**src/rtl/fft_pkg.sv**
```systemverilog
// Shared FFT definitions: default widths, reorder FSM states and a bit-reversal
// helper that the FFT address generators can also use.
package fft_pkg;

  localparam int W_DEF     = 16;
  localparam int LOG2N_DEF = 6;

  typedef enum logic [1:0] {
    IDLE  = 2'd0,
    FILL  = 2'd1,
    DRAIN = 2'd2
  } state_t;

  // Reverses the low `bits` bits of v; bits above that come back as zero.
  function automatic logic [15:0] bitrev(input logic [15:0] v, input int bits);
    logic [15:0] r;
    r = '0;
    for (int i = 0; i < 16; i++) begin
      if (i < bits) r[i] = v[bits-1-i];
    end
    return r;
  endfunction

endpackage

```
**src/rtl/fft_out_reorder_if.sv**
```systemverilog
// Stream bundle for fft_out_reorder: dual-lane capture side and single-lane
// valid/ready replay side.
interface fft_out_reorder_if #(
  parameter int W     = 16,
  parameter int LOG2N = 6
);
  logic             in_valid;
  logic [W-1:0]     in_re0;
  logic [W-1:0]     in_im0;
  logic [W-1:0]     in_re1;
  logic [W-1:0]     in_im1;
  logic             out_valid;
  logic             out_ready;
  logic [W-1:0]     out_re;
  logic [W-1:0]     out_im;
  logic [LOG2N-1:0] out_idx;
  logic             out_last;

  modport master (
    output in_valid, in_re0, in_im0, in_re1, in_im1, out_ready,
    input  out_valid, out_re, out_im, out_idx, out_last
  );

  modport slave (
    input  in_valid, in_re0, in_im0, in_re1, in_im1, out_ready,
    output out_valid, out_re, out_im, out_idx, out_last
  );
endinterface

```
**src/rtl/fft_reorder_bank.sv**
```systemverilog
// Half-frame sample store: synchronous write, asynchronous read, no reset
// (contents are only ever exposed after a full frame has been written).
module fft_reorder_bank #(
  parameter int DW = 32,
  parameter int AW = 5
) (
  input  logic          clk,
  input  logic          we,
  input  logic [AW-1:0] waddr,
  input  logic [DW-1:0] wdata,
  input  logic [AW-1:0] raddr,
  output logic [DW-1:0] rdata
);

  logic [DW-1:0] mem [2**AW];

  always_ff @(posedge clk) begin
    if (we) mem[waddr] <= wdata;
  end

  assign rdata = mem[raddr];

endmodule

```
**src/rtl/fft_out_reorder.sv**
```systemverilog
// Captures a dual-lane FFT frame, undoes bit-reversed bin order and replays
// it one bin per handshake in natural order.
module fft_out_reorder
  import fft_pkg::*;
#(
  parameter int W      = W_DEF,
  parameter int LOG2N  = LOG2N_DEF,
  parameter bit BITREV = 1'b1
) (
  input  logic              clk,
  input  logic              nrst,
  fft_out_reorder_if.slave  io,
  output logic              busy,
  output logic              overrun
);

  localparam int AW = LOG2N - 1;
  localparam int DW = 2 * W;

  state_t           state_q, state_d;
  logic [AW-1:0]    wr_cnt_q, wr_cnt_d;
  logic [LOG2N-1:0] rd_idx_q, rd_idx_d;
  logic             overrun_q;
  logic             wr_en;
  logic [AW-1:0]    waddr;
  logic [DW-1:0]    rdata_l, rdata_h, rdata;

  // Input pairs arriving during DRAIN are dropped so the frame being read stays intact.
  assign wr_en = io.in_valid && (state_q != DRAIN);
  assign waddr = BITREV ? AW'(bitrev(16'(wr_cnt_q), AW)) : wr_cnt_q;

  fft_reorder_bank #(.DW(DW), .AW(AW)) u_bank_l (
    .clk   (clk),
    .we    (wr_en),
    .waddr (waddr),
    .wdata ({io.in_re0, io.in_im0}),
    .raddr (rd_idx_q[AW-1:0]),
    .rdata (rdata_l)
  );

  fft_reorder_bank #(.DW(DW), .AW(AW)) u_bank_h (
    .clk   (clk),
    .we    (wr_en),
    .waddr (waddr),
    .wdata ({io.in_re1, io.in_im1}),
    .raddr (rd_idx_q[AW-1:0]),
    .rdata (rdata_h)
  );

  always_ff @(posedge clk or negedge nrst) begin
    if (!nrst) begin
      state_q   <= IDLE;
      wr_cnt_q  <= '0;
      rd_idx_q  <= '0;
      overrun_q <= 1'b0;
    end else begin
      state_q   <= state_d;
      wr_cnt_q  <= wr_cnt_d;
      rd_idx_q  <= rd_idx_d;
      overrun_q <= io.in_valid && (state_q == DRAIN);
    end
  end

  always_comb begin
    state_d  = state_q;
    wr_cnt_d = wr_cnt_q;
    rd_idx_d = rd_idx_q;
    unique case (state_q)
      IDLE: begin
        if (io.in_valid) begin
          wr_cnt_d = AW'(1);
          state_d  = FILL;
        end
      end
      FILL: begin
        if (io.in_valid) begin
          if (&wr_cnt_q) begin
            wr_cnt_d = '0;
            rd_idx_d = '0;
            state_d  = DRAIN;
          end else begin
            wr_cnt_d = wr_cnt_q + AW'(1);
          end
        end
      end
      DRAIN: begin
        if (io.out_ready) begin
          rd_idx_d = rd_idx_q + LOG2N'(1);
          if (&rd_idx_q) state_d = IDLE;
        end
      end
      default: state_d = IDLE;
    endcase
  end

  assign rdata        = rd_idx_q[LOG2N-1] ? rdata_h : rdata_l;
  assign io.out_valid = (state_q == DRAIN);
  assign io.out_idx   = rd_idx_q;
  assign io.out_last  = (state_q == DRAIN) && (&rd_idx_q);
  assign io.out_re    = io.out_valid ? rdata[DW-1:W] : '0;
  assign io.out_im    = io.out_valid ? rdata[W-1:0] : '0;
  assign busy         = (state_q != IDLE);
  assign overrun      = overrun_q;

endmodule

```
**src/flat_wrapper.sv**
```systemverilog
// flat-port wrapper written by rule: the top's interface ports become plain ports
module fft_out_reorder_flat import fft_pkg::*;
#(
  parameter int W      = W_DEF,
  parameter int LOG2N  = LOG2N_DEF,
  parameter bit BITREV = 1'b1
)
  (clk, nrst, busy, overrun, io_in_valid, io_in_re0, io_in_im0, io_in_re1, io_in_im1, io_out_ready, io_out_valid, io_out_re, io_out_im, io_out_idx, io_out_last);
  fft_out_reorder_if #(.W(W), .LOG2N(LOG2N)) io_i ();
  input  logic clk;
  input  logic nrst;
  output logic busy;
  output logic overrun;
  input wire logic [$bits(io_i.in_valid)-1:0] io_in_valid;
  input wire logic [$bits(io_i.in_re0)-1:0] io_in_re0;
  input wire logic [$bits(io_i.in_im0)-1:0] io_in_im0;
  input wire logic [$bits(io_i.in_re1)-1:0] io_in_re1;
  input wire logic [$bits(io_i.in_im1)-1:0] io_in_im1;
  input wire logic [$bits(io_i.out_ready)-1:0] io_out_ready;
  output wire logic [$bits(io_i.out_valid)-1:0] io_out_valid;
  output wire logic [$bits(io_i.out_re)-1:0] io_out_re;
  output wire logic [$bits(io_i.out_im)-1:0] io_out_im;
  output wire logic [$bits(io_i.out_idx)-1:0] io_out_idx;
  output wire logic [$bits(io_i.out_last)-1:0] io_out_last;
  assign io_i.in_valid = io_in_valid;
  assign io_i.in_re0 = io_in_re0;
  assign io_i.in_im0 = io_in_im0;
  assign io_i.in_re1 = io_in_re1;
  assign io_i.in_im1 = io_in_im1;
  assign io_i.out_ready = io_out_ready;
  assign io_out_valid = io_i.out_valid;
  assign io_out_re = io_i.out_re;
  assign io_out_im = io_i.out_im;
  assign io_out_idx = io_i.out_idx;
  assign io_out_last = io_i.out_last;
  fft_out_reorder #(.W(W), .LOG2N(LOG2N), .BITREV(BITREV)) u_core (.clk(clk), .nrst(nrst), .io(io_i), .busy(busy), .overrun(overrun));
endmodule
```
**config.mk**
```make
export PLATFORM = sky130hd
export DESIGN_NAME = fft_out_reorder_flat
export DESIGN_NICKNAME = d
export VERILOG_FILES = /design/src/rtl/fft_pkg.sv /design/src/rtl/fft_out_reorder_if.sv /design/src/rtl/fft_reorder_bank.sv /design/src/rtl/fft_out_reorder.sv /design/src/flat_wrapper.sv
export SDC_FILE = /design/constraint.sdc
export NUM_CORES = 2
export LEC_CHECK = 0
export ABC_AREA = 1
export CAP_MARGIN = 10
export CELL_PAD_IN_SITES_DETAIL_PLACEMENT = 1
export CELL_PAD_IN_SITES_GLOBAL_PLACEMENT = 1
export CORE_AREA = 2 2 438 440
export DETAILED_ROUTE_END_ITERATION = 12
export DIE_AREA = 0 0 440 442
export PLACE_DENSITY = 0.78
export SETUP_SLACK_MARGIN = 0.15
export SLEW_MARGIN = 40
export SYNTH_ARGS = -nofsm -noshare
export SYNTH_HDL_FRONTEND = slang
export SYNTH_HIERARCHICAL = 1
export SYNTH_SLANG_ARGS = --single-unit
export TNS_END_PERCENT = 5
```
**constraint.sdc**
```tcl
create_clock -name clk -period 6.6 [get_ports clk]
set_input_delay 1.98 -clock clk [delete_from_list [all_inputs] [get_ports clk]]
set_output_delay 1.98 -clock clk [all_outputs]
set_load 0.005 [all_outputs]
```
==> flow_metrics.tcl <==
set metrics [dict create \
    cts_tree "yes" \
    grt_pass1_vias 62400 \
    slew_headroom_pct 37.9 \
    drv_slew 0 \
    fmax_mhz 154 \
    rsz0062_at_grt "yes" \
    synth-edff-count 2048 \
    worstMarginPinSlew_ns 0.931 \
    final_common_cell "nand2_1" \
    critPathArrivalTime_ns 4.51 \
    grt.total_usage_pct 28.1 \
    end_kind "output port" \
    layout_common_cells "2,972 x nand2_1, 2,048 x edfxtp_1, 1,566 x nand3_1, 214 x clkbuf_16, 124 x buf_4" \
    die_y_um 442 \
    synth-async-reset-ratio_pct 0.679 \
    worstSetupPathType "register to output port" \
    first_iter_violations 6675 \
    cp-start-kind "register" \
    ir_worst_vdd_v 0.000351 \
    clk_latency_ns 0.88 \
    clkSinkCount 2062 \
    synth_ff_type "edfxtp_1" \
    cp_cell_sequence "buf_12 > inv_16 > buf_4 > nand2_1 > nand3_1 > nand3_1 > nand2_1 > nand2_1 > nand2_1 > nand2_1 > nand2_1 > nand2_1 > a21oi_1 > clkdlybuf4s50_1" \
    grt.overflow.total 0 \
    hold_slack_ns 0.647 \
    cp_max_fo 65 \
    drt-pass1-iter-count 6 \
    yosysWarnings 6 \
    pin_count 110 \
    hold_viol 0 \
    port_buffers 109 \
    dpl.hpwl_um 154000 \
    synth-seq-cells 2062 \
    syn2layout_area_growth_pct 12.2 \
    setup_tns_ns 0 \
    min_period_over_period_pct 98.3 \
    die_area_mm2 0.194 \
    setup_viol 0 \
    cts_root_buf "clkbuf_16" \
    synthCells 7216 \
    drtAntennaViolNets 0 \
    synth_area_per_cell_um2 11.8 \
    nets 7350 \
    critical-path-max-stage-delay_ns 0.64 \
    grt_max_degree 191 \
    drive_gt1_share_pct 8.40 \
    viasPerCell 5.96 \
    hold_class "register to register" \
    maxCapViolCount 0 \
    clk_path_buf_depth 3 \
    grt_antenna_before_repair 32 \
    finClkSkew_ns 0.0408 \
    status "completed" \
    wire_per_inst_um 27.9 \
    syn_nets 7287 \
    crit_top_cell "nand2_1" \
    drc_errors 0 \
    path_clk_slew_ns 0.06 \
    core_region_area_mm2 0.190 \
    required_ns 4.62 \
    die_w_um 440 \
    p_leak_nw 34.4 \
    h-tree-depth 4 \
    vias 59400 \
    cts_buffers 210 \
    grt_pass1_wl_um 405000 \
    totalWireLength_um 278000 \
    netlist_area_mm2 0.0848 \
    crit_path_top_delay_cell "dfrtp_4" \
    rows 160 \
    initial_core_util_pct 44.7 \
    fin_crit_ns 6.49 \
    synth.distinct_cells 29 \
    synth_seq_area_share_pct 72.9 \
    gp_congestion 0.839 \
    power_density_mw_per_mm2 378 \
]
==> synthesized netlist by cell type (all sizes together) (2+ instances only) <==
master | number | area, um^2
inv | 32 | 135
ha | 3 | 37.5
nand3 | 1571 | 7870
nand4 | 3 | 18.8
nand2 | 2976 | 11200
a22o | 2 | 17.5
dfrtp | 14 | 350
a21oi | 35 | 175
xor2 | 2 | 17.5
o21ai | 2 | 10.0
nor3 | 2 | 15.0
nor2 | 75 | 289
edfxtp | 2048 | 61500
clkbuf | 51 | 191
buf | 396 | 2960
==> cells by family (layout without fill, tap and decap cells) <==
| kind of cell | count (synthesis) | in the layout | share of synthesized area, % |
|---|---|---|---|
| adders and majority gates | 3 | 3 | 0.0443 |
| and+or+nand+nor | 4628 | 4628 | 22.9 |
| other | 0 | 11 | 0 |
| DFF | 2062 | 2062 | 72.9 |
| AOI/OAI and AO/OA | 42 | 42 | 0.266 |
| buffers and inverters | 479 | 716 | 3.88 |
| xor gates and xnor gates | 2 | 2 | 0.0207 |
==> registers in the layout, summed over array words and instances, names as in the netlist <==
name,flops
u_core/u_bank_l/mem,1024
u_core/u_bank_h/mem,1024
u_core/io.out_idx,6
u_core/state_q,2
u_core/wr_cnt_q,5
u_core/overrun,1
==> critical path, delay by kind of cell, from the launching register on <==
kind | cells | cell delay (ns)
buf+inv | 4 | 1.49
simple gates | 9 | 1.01
flops | 1 | 0.64
compound gates | 1 | 0.42
==> per-stage QoR <==
stage	total power [W]	utilization, %	instance area (um^2)	std cells	setup WS, ns
floorplan	0.0202	-	84800	7216	2.11
global placement	0.0238	46.5	88200	9554	0.944
detailed placement	0.0241	46.5	88200	9568	0.913
CTS	0.0358	50.1	95000	9961	0.151
global route	0.0371	50.2	95100	9970	0.0412
finish	0.0359	50.2	95100	9975	0.109
==> per-layer routing <==
| metal | vias to the layer above | wire length [um] | GRT usage, % |
|---|---|---|---|
| li1 | 25300 | - | - |
| met1 | 30300 | 102000 | 34.5 |
| met2 | 2948 | 138000 | 47.6 |
| met3 | 835 | 22200 | 4.77 |
| met4 | 14 | 15300 | 14.4 |
| met5 | - | 88 | 0 |
==> worst paths after layout <==
check,end,cells after the start,slack (ns),start
min,u_core/state_q[0],2,0.65,u_core/state_q[0]
max in group asynchronous,u_core/io.out_idx[1],1,5.23,nrst
max,io_out_re[6],14,0.11,u_core/io.out_idx[0]
max reg2reg,u_core/u_bank_h/mem[6][19],7,2.42,u_core/state_q[0]
min in group asynchronous,u_core/overrun,1,1.02,nrst
min reg2reg,u_core/state_q[0],2,0.65,u_core/state_q[0]
==> area by class of cell <==
cell class / count / area, um^2
Antenna cell: 11 / 27.5
Clock buffer: 258 / 5500
Clock inverter: 128 / 1170
Fill cell: 19500 / 94500
Inverter: 32 / 185
Multi-Input combinational cell: 4675 / 20200
Sequential cell: 2062 / 61900
Tap cell: 2511 / 3140
Timing Repair Buffer: 297 / 3050
Timing Repair inverter: 1 / 8.76
==> power by group <==
part / internal, W / switching [W]
logic: 0.00266 / 0.00703
registers: 0.0144 / 0.000123
clock network: 0.00658 / 0.00513
==> timing repair <==
item / CTS / global route
resized for setup: 4 / 2
buffers inserted: 5 / 0
endpoints found under the setup margin: 16 / 16
pin swaps: 0 / 0
gates cloned: 2 / 1
hold buffers: 0 / 0
(Power assumes the default switching activity.)
